`src/rtl/neogeo_timing_pkg.sv`:
```
// -----------------------------------------------------------------------------
// neogeo_timing_pkg
// Shared Neo Geo video timing constants and the test-pattern selector type.
// Used by the CSYNC generator and its pattern sub-module; the CSYNC decoder
// (neogeo_frontend) is expected to import the same constants.
// No ports (package).
// -----------------------------------------------------------------------------
package neogeo_timing_pkg;

  // Horizontal timing, in pixel clocks (CE cycles).
  localparam int NEO_H_TOTAL     = 384;
  localparam int NEO_H_SYNCLEN   = 29;
  localparam int NEO_H_BACKPORCH = 28;
  localparam int NEO_H_ACTIVE    = 320;

  // Vertical timing, in lines.
  localparam int NEO_V_TOTAL     = 264;
  localparam int NEO_V_SYNCLEN   = 3;
  localparam int NEO_V_BACKPORCH = 21;
  localparam int NEO_V_ACTIVE    = 224;

  // High width of each serration pulse inside a broad (vsync) line.
  localparam int NEO_SERR_LEN    = 29;

  // Widths of the active-position and colour buses.
  localparam int NEO_POS_W = 9;
  localparam int NEO_COL_W = 5;

  localparam logic [NEO_COL_W-1:0] NEO_COL_MAX = 5'd31;

  typedef enum logic [1:0] {
    PAT_BLACK = 2'd0,
    PAT_BARS  = 2'd1,
    PAT_GRID  = 2'd2,
    PAT_RAMP  = 2'd3
  } pattern_e;

endpackage

```
`src/rtl/neogeo_pattern_gen.sv`:
```
// -----------------------------------------------------------------------------
// neogeo_pattern_gen
// Purely combinational RGB test-pattern source. The caller registers the
// result and forces it to zero outside active video.
// Ports:
//   i_xpos      active x position (9 bits)
//   i_ypos_lsb  low 4 bits of active y position (only the grid needs y)
//   i_pattern   pattern select (black / bars / grid / ramp)
//   o_r/o_g/o_b 5-bit colour channels
// -----------------------------------------------------------------------------
module neogeo_pattern_gen
  import neogeo_timing_pkg::*;
(
  input  logic [NEO_POS_W-1:0] i_xpos,
  input  logic [3:0]           i_ypos_lsb,
  input  pattern_e             i_pattern,
  output logic [NEO_COL_W-1:0] o_r,
  output logic [NEO_COL_W-1:0] o_g,
  output logic [NEO_COL_W-1:0] o_b
);

  localparam logic [NEO_POS_W-1:0] BAR_WIDTH = NEO_POS_W'(40);

  logic [2:0]           w_bar;
  // Bar colour per channel: index 2 = R, 1 = G, 0 = B.
  logic [NEO_COL_W-1:0] w_bar_col [3];
  logic                 w_grid_on;
  logic [NEO_COL_W-1:0] w_grid_col;
  logic [NEO_COL_W-1:0] w_ramp_col;

  // Eight 40-pixel bars across 320 pixels; bar index only needs 3 bits.
  assign w_bar = 3'(i_xpos / BAR_WIDTH);

  // Each channel is full-on when its bar bit is clear, so bar 0 is white
  // and bar 7 is black.
  genvar gi;
  generate
    for (gi = 0; gi < 3; gi++) begin : g_bar_chan
      assign w_bar_col[gi] = w_bar[gi] ? '0 : NEO_COL_MAX;
    end
  endgenerate

  assign w_grid_on  = (i_xpos[3:0] == 4'd0) || (i_ypos_lsb == 4'd0);
  assign w_grid_col = w_grid_on ? NEO_COL_MAX : '0;
  assign w_ramp_col = i_xpos[8:4];

  always_comb begin
    o_r = '0;
    o_g = '0;
    o_b = '0;
    case (i_pattern)
      PAT_BARS: begin
        o_r = w_bar_col[2];
        o_g = w_bar_col[1];
        o_b = w_bar_col[0];
      end
      PAT_GRID: begin
        o_r = w_grid_col;
        o_g = w_grid_col;
        o_b = w_grid_col;
      end
      PAT_RAMP: begin
        o_r = w_ramp_col;
        o_g = w_ramp_col;
        o_b = w_ramp_col;
      end
      default: begin
        o_r = '0;
        o_g = '0;
        o_b = '0;
      end
    endcase
  end

endmodule

```
`src/rtl/neogeo_csync_gen.sv`:
```
// -----------------------------------------------------------------------------
// neogeo_csync_gen
// Neo Geo video timing generator: composite sync with broad/serration pulses
// on the vsync lines, separate H/V sync, DE, active x/y, a frame-start pulse
// and a selectable RGB test pattern. Everything advances on CE only.
// Ports:
//   VCLK_i        video clock
//   RESET_N_i     asynchronous active-low reset
//   CE_i          pixel clock enable
//   PATTERN_i     pattern select, latched at frame start
//   CSYNC_o       composite sync, active low
//   HSYNC_o       horizontal sync, active low
//   VSYNC_o       vertical sync, active low
//   DE_o          active video
//   R_o/G_o/B_o   pattern colour, zero outside DE
//   xpos/ypos     active position (meaningful while DE)
//   frame_change  high for the CE cycle that outputs h = 0, v = 0
// -----------------------------------------------------------------------------
module neogeo_csync_gen
  import neogeo_timing_pkg::*;
#(
  parameter int H_TOTAL     = NEO_H_TOTAL,
  parameter int H_SYNCLEN   = NEO_H_SYNCLEN,
  parameter int H_BACKPORCH = NEO_H_BACKPORCH,
  parameter int H_ACTIVE    = NEO_H_ACTIVE,
  parameter int V_TOTAL     = NEO_V_TOTAL,
  parameter int V_SYNCLEN   = NEO_V_SYNCLEN,
  parameter int V_BACKPORCH = NEO_V_BACKPORCH,
  parameter int V_ACTIVE    = NEO_V_ACTIVE,
  parameter int SERR_LEN    = NEO_SERR_LEN
) (
  input  logic                 VCLK_i,
  input  logic                 RESET_N_i,
  input  logic                 CE_i,
  input  logic [1:0]           PATTERN_i,
  output logic                 CSYNC_o,
  output logic                 HSYNC_o,
  output logic                 VSYNC_o,
  output logic                 DE_o,
  output logic [NEO_COL_W-1:0] R_o,
  output logic [NEO_COL_W-1:0] G_o,
  output logic [NEO_COL_W-1:0] B_o,
  output logic [NEO_POS_W-1:0] xpos,
  output logic [NEO_POS_W-1:0] ypos,
  output logic                 frame_change
);

  // Counter widths hold the "one past the end" bounds as well.
  localparam int HW = $clog2(H_TOTAL + 1);
  localparam int VW = $clog2(V_TOTAL + 1);

  localparam logic [HW-1:0] C_H_LAST      = HW'(H_TOTAL - 1);
  localparam logic [HW-1:0] C_H_SYNC_END  = HW'(H_SYNCLEN);
  localparam logic [HW-1:0] C_X_START     = HW'(H_SYNCLEN + H_BACKPORCH);
  localparam logic [HW-1:0] C_X_END       = HW'(H_SYNCLEN + H_BACKPORCH + H_ACTIVE);
  localparam logic [HW-1:0] C_H_HALF      = HW'(H_TOTAL / 2);
  localparam logic [HW-1:0] C_SERR1_START = HW'(H_TOTAL / 2 - SERR_LEN);
  localparam logic [HW-1:0] C_SERR2_START = HW'(H_TOTAL - SERR_LEN);

  localparam logic [VW-1:0] C_V_LAST      = VW'(V_TOTAL - 1);
  localparam logic [VW-1:0] C_V_SYNC_END  = VW'(V_SYNCLEN);
  localparam logic [VW-1:0] C_Y_START     = VW'(V_SYNCLEN + V_BACKPORCH);
  localparam logic [VW-1:0] C_Y_END       = VW'(V_SYNCLEN + V_BACKPORCH + V_ACTIVE);
  localparam logic [VW-1:0] C_BROAD_START = VW'(V_TOTAL - V_SYNCLEN);

  // Elaboration-time parameter sanity checks.
  generate
    if (H_SYNCLEN + H_BACKPORCH + H_ACTIVE > H_TOTAL) begin : g_chk_h_active
      $error("neogeo_csync_gen: H_SYNCLEN+H_BACKPORCH+H_ACTIVE exceeds H_TOTAL");
    end
    if (SERR_LEN >= H_TOTAL / 2 - H_SYNCLEN) begin : g_chk_serr
      $error("neogeo_csync_gen: SERR_LEN must be below H_TOTAL/2 - H_SYNCLEN");
    end
    if (V_SYNCLEN < 3) begin : g_chk_vsync
      $error("neogeo_csync_gen: V_SYNCLEN must be at least 3");
    end
    if (V_TOTAL < 17) begin : g_chk_vtotal
      $error("neogeo_csync_gen: V_TOTAL must be at least 17");
    end
  endgenerate

  // Position currently being processed (becomes visible on the outputs
  // at the same CE edge that advances it).
  logic [HW-1:0] r_h;
  logic [VW-1:0] r_v;
  pattern_e      r_pattern;

  logic                 r_csync;
  logic                 r_hsync;
  logic                 r_vsync;
  logic                 r_de;
  logic [NEO_COL_W-1:0] r_r;
  logic [NEO_COL_W-1:0] r_g;
  logic [NEO_COL_W-1:0] r_b;
  logic [NEO_POS_W-1:0] r_xpos;
  logic [NEO_POS_W-1:0] r_ypos;
  logic                 r_frame_change;

  logic                 w_h_last;
  logic                 w_v_last;
  logic                 w_frame_start;
  logic                 w_broad;
  logic                 w_serr;
  logic                 w_hsync_n;
  logic                 w_vsync_n;
  logic                 w_csync_n;
  logic                 w_de;
  logic [HW-1:0]        w_x;
  logic [VW-1:0]        w_y;
  logic [NEO_POS_W-1:0] w_xpos;
  logic [NEO_POS_W-1:0] w_ypos;
  logic [NEO_COL_W-1:0] w_pat_r;
  logic [NEO_COL_W-1:0] w_pat_g;
  logic [NEO_COL_W-1:0] w_pat_b;

  assign w_h_last      = (r_h == C_H_LAST);
  assign w_v_last      = (r_v == C_V_LAST);
  assign w_frame_start = (r_h == '0) && (r_v == '0);

  // Broad lines sit at the end of the frame, so the decoder's count of
  // equalisation lines ends exactly as the generator wraps to v = 0.
  assign w_broad   = (r_v >= C_BROAD_START);
  assign w_serr    = ((r_h >= C_SERR1_START) && (r_h < C_H_HALF)) ||
                     (r_h >= C_SERR2_START);
  assign w_hsync_n = (r_h >= C_H_SYNC_END);
  assign w_vsync_n = (r_v >= C_V_SYNC_END);
  assign w_csync_n = w_broad ? w_serr : w_hsync_n;

  assign w_de = (r_h >= C_X_START) && (r_h < C_X_END) &&
                (r_v >= C_Y_START) && (r_v < C_Y_END);

  // Wrapping subtraction, then truncated to the 9-bit position buses.
  assign w_x    = r_h - C_X_START;
  assign w_y    = r_v - C_Y_START;
  assign w_xpos = NEO_POS_W'(w_x);
  assign w_ypos = NEO_POS_W'(w_y);

  neogeo_pattern_gen u_pattern (
    .i_xpos     (w_xpos),
    .i_ypos_lsb (w_ypos[3:0]),
    .i_pattern  (r_pattern),
    .o_r        (w_pat_r),
    .o_g        (w_pat_g),
    .o_b        (w_pat_b)
  );

  always_ff @(posedge VCLK_i or negedge RESET_N_i) begin
    if (!RESET_N_i) begin
      r_h            <= '0;
      r_v            <= '0;
      r_pattern      <= PAT_BLACK;
      r_csync        <= 1'b1;
      r_hsync        <= 1'b1;
      r_vsync        <= 1'b1;
      r_de           <= 1'b0;
      r_r            <= '0;
      r_g            <= '0;
      r_b            <= '0;
      r_xpos         <= '0;
      r_ypos         <= '0;
      r_frame_change <= 1'b0;
    end else if (CE_i) begin
      r_h <= w_h_last ? '0 : r_h + HW'(1);
      if (w_h_last) begin
        r_v <= w_v_last ? '0 : r_v + VW'(1);
      end
      // The pattern only changes at frame start; pixel (0,0) is blanking,
      // so the new pattern is in place before any visible pixel.
      if (w_frame_start) begin
        r_pattern <= pattern_e'(PATTERN_i);
      end
      r_csync        <= w_csync_n;
      r_hsync        <= w_hsync_n;
      r_vsync        <= w_vsync_n;
      r_de           <= w_de;
      r_r            <= w_de ? w_pat_r : '0;
      r_g            <= w_de ? w_pat_g : '0;
      r_b            <= w_de ? w_pat_b : '0;
      r_xpos         <= w_xpos;
      r_ypos         <= w_ypos;
      r_frame_change <= w_frame_start;
    end
  end

  assign CSYNC_o      = r_csync;
  assign HSYNC_o      = r_hsync;
  assign VSYNC_o      = r_vsync;
  assign DE_o         = r_de;
  assign R_o          = r_r;
  assign G_o          = r_g;
  assign B_o          = r_b;
  assign xpos         = r_xpos;
  assign ypos         = r_ypos;
  assign frame_change = r_frame_change;

endmodule

```
`config.mk`:
```
export PLATFORM = sky130hd
export DESIGN_NAME = neogeo_csync_gen
export DESIGN_NICKNAME = d
export VERILOG_FILES = /design/src/rtl/neogeo_timing_pkg.sv /design/src/rtl/neogeo_pattern_gen.sv /design/src/rtl/neogeo_csync_gen.sv
export SDC_FILE = /design/constraint.sdc
export NUM_CORES = 1
export LEC_CHECK = 0
export CAP_MARGIN = 20
export CORE_AREA = 2 2 95 97
export DETAILED_ROUTE_END_ITERATION = 8
export DIE_AREA = 0 0 97 99
export SLEW_MARGIN = 20
export SYNTH_ARGS = -nofsm -noshare
export SYNTH_HDL_FRONTEND = slang
export SYNTH_HIERARCHICAL = 1
export SYNTH_SLANG_ARGS = --single-unit
```
`constraint.sdc`:
```
create_clock -name VCLK_i -period 5.5 [get_ports VCLK_i]
set_input_delay 1.65 -clock VCLK_i [delete_from_list [all_inputs] [get_ports VCLK_i]]
set_output_delay 1.65 -clock VCLK_i [all_outputs]
set_load 0.02 [all_outputs]
```
* Word-level counts from Yosys, hierarchy flattened
Cells that the tools add are included.
** Operators by class
- $mul :: 0
- Div/mod/pow operators :: 1
- Magnitude comparators :: 10
- Reduce and logical (&&, ||, !) cells :: 13
- Shift-type cells :: 0
- Muxes and demuxes :: 13
- Bitwise operators :: 0
- Eq/ne operators :: 5
- Add/subtract/negate cells :: 4
** Operators with widths (number)
- 5-bit case mux with 3 select lines :: 3
- 5-bit 2-to-1 mux :: 7
- 9-bit by 1-bit adder with 9-bit output (second input constant) :: 2
- 9-bit equality test (second input constant) :: 2
- 9-bit by 5-bit >= comparator with 1-bit output (second input constant) :: 2
- 9-bit >= comparator (second input constant) :: 2
- 9-bit zero test :: 2
- 9-bit by 8-bit less-than comparator with 1-bit output (second input constant) :: 2
- 9-bit 2-to-1 mux :: 2
- 9-bit by 6-bit divider with 9-bit output (second input constant) :: 1
- 9-bit by 2-bit >= comparator with 1-bit output (second input constant) :: 1
- 9-bit by 6-bit >= comparator with 1-bit output (second input constant) :: 1
- 9-bit by 8-bit >= comparator with 1-bit output (second input constant) :: 1
- 9-bit less-than comparator (second input constant) :: 1
- 9-bit by 5-bit subtractor with 9-bit output (second input constant) :: 1
- 9-bit by 6-bit subtractor with 9-bit output (second input constant) :: 1
- 4-bit zero test :: 2
- 1-bit logical AND :: 5
- 2-bit equality test (second input constant) :: 2
- 2-bit AND reduction :: 2
- 2-bit by 1-bit equality test with 1-bit output (second input constant) :: 1
- 1-bit logical OR :: 2
- 1-bit 2-to-1 mux :: 1
** Storage, ports and cells
- Memory bits (writable) :: 0
- Word-level logic and storage cells :: 59
- Register bits :: 58
- Memory bits (read-only) :: 0
- Output and inout port bits :: 38
- Memories :: 0
- Input bits :: 5
- Latch bits :: 0

* Longest topological paths before layout
- Word-level depth :: 6
- Gate-level depth with buffers :: 11
- Gate-level depth less buffers :: 10

* Hierarchy
Netlist, hierarchy kept.
** Modules (own cells, without submodules)
- neogeo_csync_gen :: area each 2886.5 µm², cells each 258, seq. area each 1455.1 µm², instances 1
- neogeo_pattern_gen :: area each 374.1 µm², cells each 61, seq. area each 0.0 µm², instances 1

* Worst setup path after synthesis
Ideal clock, no wire load.
- Path type :: input -> register
- Start :: input CE_i
- End :: register r_xpos[4] (netlist: xpos[4])
- Data required time :: 5.375 ns
- Data arrival time :: 2.645 ns
- Cell stages on the path :: 3
- Library setup time :: 0.125 ns
- Slack :: 2.730 ns
- Path buffers :: 2
- Cells stage by stage :: buf_1 -> clkbuf_1 -> mux2_2
** RTL lines
- from (decl) :: line neogeo_csync_gen.sv:34 : input logic CE_i,
- to (signal assigned) :: line neogeo_csync_gen.sv:179 : r_xpos <= w_xpos;
- to (decl) :: line neogeo_csync_gen.sv:95 : logic [NEO_POS_W-1:0] r_xpos;
No word-level cell between the ends.

* Worst setup path in the final report
- Start :: input CE_i
- End :: register r_v[6]
** On the way
- Longest elaborated chain between the ends :: 1
** RTL lines
- 2-bit AND reduction (no line)
- to (signal assigned) :: line neogeo_csync_gen.sv:165 : r_v <= w_v_last ? '0 : r_v + VW'(1);
- to (decl) :: line neogeo_csync_gen.sv:85 : logic [VW-1:0] r_v;
Every way passes these cells.
A chain may end at the register's enable or synchronous reset.

==> metrics.json <==
{
  "share_seq_of_total_power": {"value": 38.4, "unit": "%"},
  "combPwrFrac": {"value": 33.8, "unit": "%"},
  "globalplace.congestion": {"value": 0.777},
  "count_of_endpoints_failing_setup_in_the_final_report": {"value": 0},
  "min_path_type": {"value": "register to register"},
  "clockRootBuffer": {"value": "sky130_fd_sc_hd__clkbuf_8"},
  "powerDensity": {"value": 377, "unit": "nW/µm²"},
  "rsz0062_at_grt": {"value": "no"},
  "yosys.cell_types.count": {"value": 57},
  "dr.first_iter.drc_count": {"value": 108},
  "drv_cap": {"value": 0},
  "hold_viol_final": {"value": 0},
  "power.static_leakage": {"value": 1.68, "unit": "nW"},
  "run_status": {"value": "finished clean"},
  "detailed_place.area": {"value": 3680, "unit": "µm²"},
  "drc": {"value": 0},
  "critical-path-max-stage-delay": {"value": 710, "unit": "ps"},
  "tritoncts.num_buffers": {"value": 9},
  "critPathArrivalTime": {"value": 3610, "unit": "ps"},
  "cts.path.max_buffers": {"value": 2},
  "fin_crit_sh": {"value": 61.0, "unit": "%"},
  "via_count": {"value": 2494},
  "postSynthRegisterBits": {"value": 58},
  "hold_path_end": {"value": "DE_o"},
  "grt_start_max_net_pins": {"value": 36},
  "critical_path.reg2reg.startpoint": {"value": "r_h[2]"},
  "detail_route.wl_per_cell": {"value": 15.5, "unit": "µm"},
  "drtAntennaViolNets": {"value": 0},
  "clk_skew": {"value": 6.43, "unit": "ps"},
  "grt_first_pass_wirelength": {"value": 12.8, "unit": "mm"},
  "path_cells": {"value": "clkdlybuf4s50_1 -> nand3_1 -> or3_1 -> nor3_1 -> xor2_1"},
  "worst_ir_drop_vdd": {"value": 0.000173, "unit": "V"},
  "antenna-diode-count": {"value": 0},
  "sw_share": {"value": 36.1, "unit": "%"},
  "clkTransAtPathRegs": {"value": 70, "unit": "ps"},
  "post_synth.cell_area_avg": {"value": 10.2, "unit": "µm²"},
  "power.net_switching": {"value": 0.529, "unit": "mW"},
  "worstPathRequired": {"value": 5760, "unit": "ps"},
  "worst-r2r-setup-slack": {"value": 2230, "unit": "ps"},
  "final_core_util": {"value": 45.5, "unit": "%"},
  "total_power": {"value": 1.47, "unit": "mW"},
  "netlist_instances": {"value": 319},
  "cts.sinks": {"value": 58},
  "clock_insertion_delay_worst_skew": {"value": 330, "unit": "ps"},
  "ys_warn_count": {"value": 6},
  "globalRoute.totalOverflow": {"value": 0},
  "timing.critical_path.slowest_stage_cell": {"value": "sky130_fd_sc_hd__clkdlybuf4s50_1"},
  "drt-pass1-iter-count": {"value": 4},
  "setup_total_negative_slack": {"value": 0, "unit": "ps"},
  "die-height": {"value": 99, "unit": "µm"},
  "route.final.wire_length": {"value": 7.22, "unit": "mm"},
  "fp-row-count": {"value": 34},
  "share_clk_of_total_power": {"value": 27.8, "unit": "%"},
  "cts_tree": {"value": "yes"},
  "mostFrequentLayoutCell": {"value": "sky130_fd_sc_hd__dfrtp_1"},
  "critPathKind": {"value": "primary input to register"},
  "cts_setup_buffers": {"value": 0},
  "dp_hpwl": {"value": 5.18, "unit": "mm"},
  "synth-edff-count": {"value": 0},
  "fp.coreArea": {"value": 8550, "unit": "µm²"},
  "async_flop_share": {"value": 100, "unit": "%"},
  "final_slew_violations": {"value": 0},
  "die-width": {"value": 97, "unit": "µm"},
  "internal_power": {"value": 0.938, "unit": "mW"},
  "cp-start-kind": {"value": "primary input"},
  "post-place-cells": {"value": 450},
  "worst_slew_pin_slew": {"value": 954, "unit": "ps"},
  "syn-cell-area": {"value": 3260, "unit": "µm²"},
  "stdcell_count": {"value": 465},
  "most-common-layout-cells": {"value": "55 x sky130_fd_sc_hd__dfrtp_1, 41 x sky130_fd_sc_hd__clkdlybuf4s50_1, 22 x sky130_fd_sc_hd__nand2_1, 18 x sky130_fd_sc_hd__nor2_1, 17 x sky130_fd_sc_hd__o21ai_0"},
  "origin_of_the_worst_min_delay_path": {"value": "DE_o"},
  "htreeDepth": {"value": 3},
  "syn2layout_area_growth": {"value": 19.3, "unit": "%"},
  "min_clock_period_post_route": {"value": 3360, "unit": "ps"},
  "io-pin-count": {"value": 43},
  "layout-drive-gt1-share": {"value": 14.8, "unit": "%"},
  "ff2ff_path_depth": {"value": 8},
  "cts_hold_repair.buffers": {"value": 0},
  "gr-usage-all-layers": {"value": 16.2, "unit": "%"},
  "layout.cell_area.non_filler": {"value": 3890, "unit": "µm²"},
  "fin_nets": {"value": 368},
  "die_area": {"value": 9600, "unit": "µm²"},
  "start_util": {"value": 38.1, "unit": "%"},
  "synth.yosys.seq_area_share": {"value": 44.6, "unit": "%"},
  "endpoint_kind": {"value": "register"},
  "worst_slew_margin_rel": {"value": 35.9, "unit": "%"},
  "nets_in_the_synthesized_netlist": {"value": 334},
  "ys.flop_type": {"value": "sky130_fd_sc_hd__dfrtp_1"},
  "total_area_of_multi_input_combinational_cells": {"value": 1620, "unit": "µm²"},
  "path_max_fanout": {"value": 11},
  "port_buffers": {"value": 42},
  "whs_path_depth": {"value": 1},
  "grt_antenna_before_repair": {"value": 0},
  "drt-vias-per-instance": {"value": 5.36},
  "first_global_vias": {"value": 2583},
  "cts.repair.resized": {"value": 0},
  "register_area": {"value": 1460, "unit": "µm²"},
  "achievable-frequency": {"value": 298, "unit": "MHz"},
  "reg2reg_to": {"value": "B_o[3]"},
  "num-fill-cells": {"value": 847}
}
## through the flow
step                hold WS (ps)  setup WS (ps)
global route                 518           1900
finish                       489           2140
CTS                          493           2160
detailed placement           479           1810
floorplan                    503           2730
global placement             477           1850
## how the worst max path moves through the flow
stage / start / to / slack (ps) / depth (start not counted)
floorplan: CE_i / xpos[4] / 2730 / 3
global placement: CE_i / R_o[0] / 1850 / 5
detailed placement: CE_i / r_v[6] / 1810 / 5
CTS: CE_i / R_o[3] / 2160 / 5
global route: r_h[2] / B_o[4] / 1900 / 8
finish: CE_i / r_v[6] / 2140 / 5
## power groups by stage
stage	clock (mW)	sequential (mW)	combinational, mW
2_1_floorplan	0	0.562	0.374
3_3_place_gp	0	0.569	0.491
3_5_place_dp	0	0.571	0.500
4_1_cts	0.422	0.563	0.502
5_1_grt	0.441	0.576	0.552
6_report	0.408	0.563	0.496
## logic make-up (layout without fill, tap and decap cells)
kind of cell             after synthesis  in the layout  synth area share (%)
AO/OA/AOI/OAI                         80             80                  18.3
XOR/XNOR                              20             20                  5.37
adder cells (fa/ha/maj)               10             10                  3.84
buffers and inverters                 34             72                  5.83
flip-flops                            58             58                  44.6
multiplexers                          16             16                  5.53
AND/OR/NAND/NOR                      101            101                  16.5
## area by class of cell
type                       instances  area share [%]
inverter                          13            1.25
clock buffer                      13            4.34
clock inverter                     2           0.901
tap                              108            3.47
timing repair buffer              44            11.1
multi-input combinational        227            41.5
sequential                        58            37.4
## cell usage after synthesis, types with 2 or more instances
| library cell | number | area [µm²] |
|---|---|---|
| sky130_fd_sc_hd__nand4_1 | 6 | 37.5 |
| sky130_fd_sc_hd__inv_1 | 13 | 48.8 |
| sky130_fd_sc_hd__nand2_1 | 22 | 82.6 |
| sky130_fd_sc_hd__nand3_1 | 11 | 55.1 |
| sky130_fd_sc_hd__o21ai_0 | 17 | 85.1 |
| sky130_fd_sc_hd__nor2b_1 | 5 | 31.3 |
| sky130_fd_sc_hd__buf_2 | 5 | 25.0 |
| sky130_fd_sc_hd__a31oi_1 | 3 | 18.8 |
| sky130_fd_sc_hd__o31ai_1 | 6 | 45.0 |
| sky130_fd_sc_hd__a22o_1 | 6 | 52.6 |
| sky130_fd_sc_hd__dfstp_2 | 3 | 78.8 |
| sky130_fd_sc_hd__a21o_1 | 2 | 15.0 |
| sky130_fd_sc_hd__nand2b_1 | 6 | 37.5 |
| sky130_fd_sc_hd__o31a_1 | 2 | 17.5 |
| sky130_fd_sc_hd__clkbuf_1 | 7 | 26.3 |
| sky130_fd_sc_hd__nor3b_1 | 3 | 22.5 |
| sky130_fd_sc_hd__dfrtp_1 | 55 | 1380 |
| sky130_fd_sc_hd__o211ai_1 | 2 | 15.0 |
| sky130_fd_sc_hd__ha_1 | 10 | 125 |
| sky130_fd_sc_hd__a22o_2 | 9 | 90.1 |
| sky130_fd_sc_hd__o21ai_1 | 4 | 20.0 |
| sky130_fd_sc_hd__a41oi_1 | 2 | 17.5 |
| sky130_fd_sc_hd__xnor2_1 | 12 | 105 |
| sky130_fd_sc_hd__o22ai_1 | 2 | 12.5 |
| sky130_fd_sc_hd__and3_1 | 4 | 25.0 |
| sky130_fd_sc_hd__buf_6 | 7 | 78.8 |
| sky130_fd_sc_hd__xor2_1 | 8 | 70.1 |
| sky130_fd_sc_hd__or4_1 | 2 | 15.0 |
| sky130_fd_sc_hd__nor3_1 | 7 | 35.0 |
| sky130_fd_sc_hd__mux2_2 | 16 | 180 |
| sky130_fd_sc_hd__nor4_1 | 3 | 18.8 |
| sky130_fd_sc_hd__nor2_1 | 18 | 67.6 |
| sky130_fd_sc_hd__or3_1 | 4 | 25.0 |
| sky130_fd_sc_hd__or2_1 | 2 | 12.5 |
| sky130_fd_sc_hd__a21oi_1 | 12 | 60.1 |
| sky130_fd_sc_hd__o32ai_1 | 2 | 17.5 |
## registers in the layout, summed over array words and instances, names as in the netlist
| signal | flops |
|---|---|
| xpos | 9 |
| ypos | 9 |
| frame_change | 1 |
| r_h | 9 |
| HSYNC_o | 1 |
| r_pattern | 2 |
| CSYNC_o | 1 |
| r_v | 9 |
| DE_o | 1 |
| B_o | 5 |
| R_o | 5 |
| VSYNC_o | 1 |
| G_o | 5 |
## critical path: cells and delay by family
kind                   cells  cell delay, ps
XOR/XNOR                   1             180
buffers and inverters      1             710
AND/OR/NAND/NOR            3            1080
## layer usage
| layer | wire (µm) | GRT usage [%] | vias to the layer above |
|---|---|---|---|
| li1 | - | - | 1219 |
| met3 | 255 | 3.40 | 8 |
| met1 | 3240 | 20.6 | 1216 |
| met4 | 71 | 4.55 | 0 |
| met5 | 0 | 0 | - |
| met2 | 3650 | 28.2 | 51 |
Power figures use the tool's default switching activity.
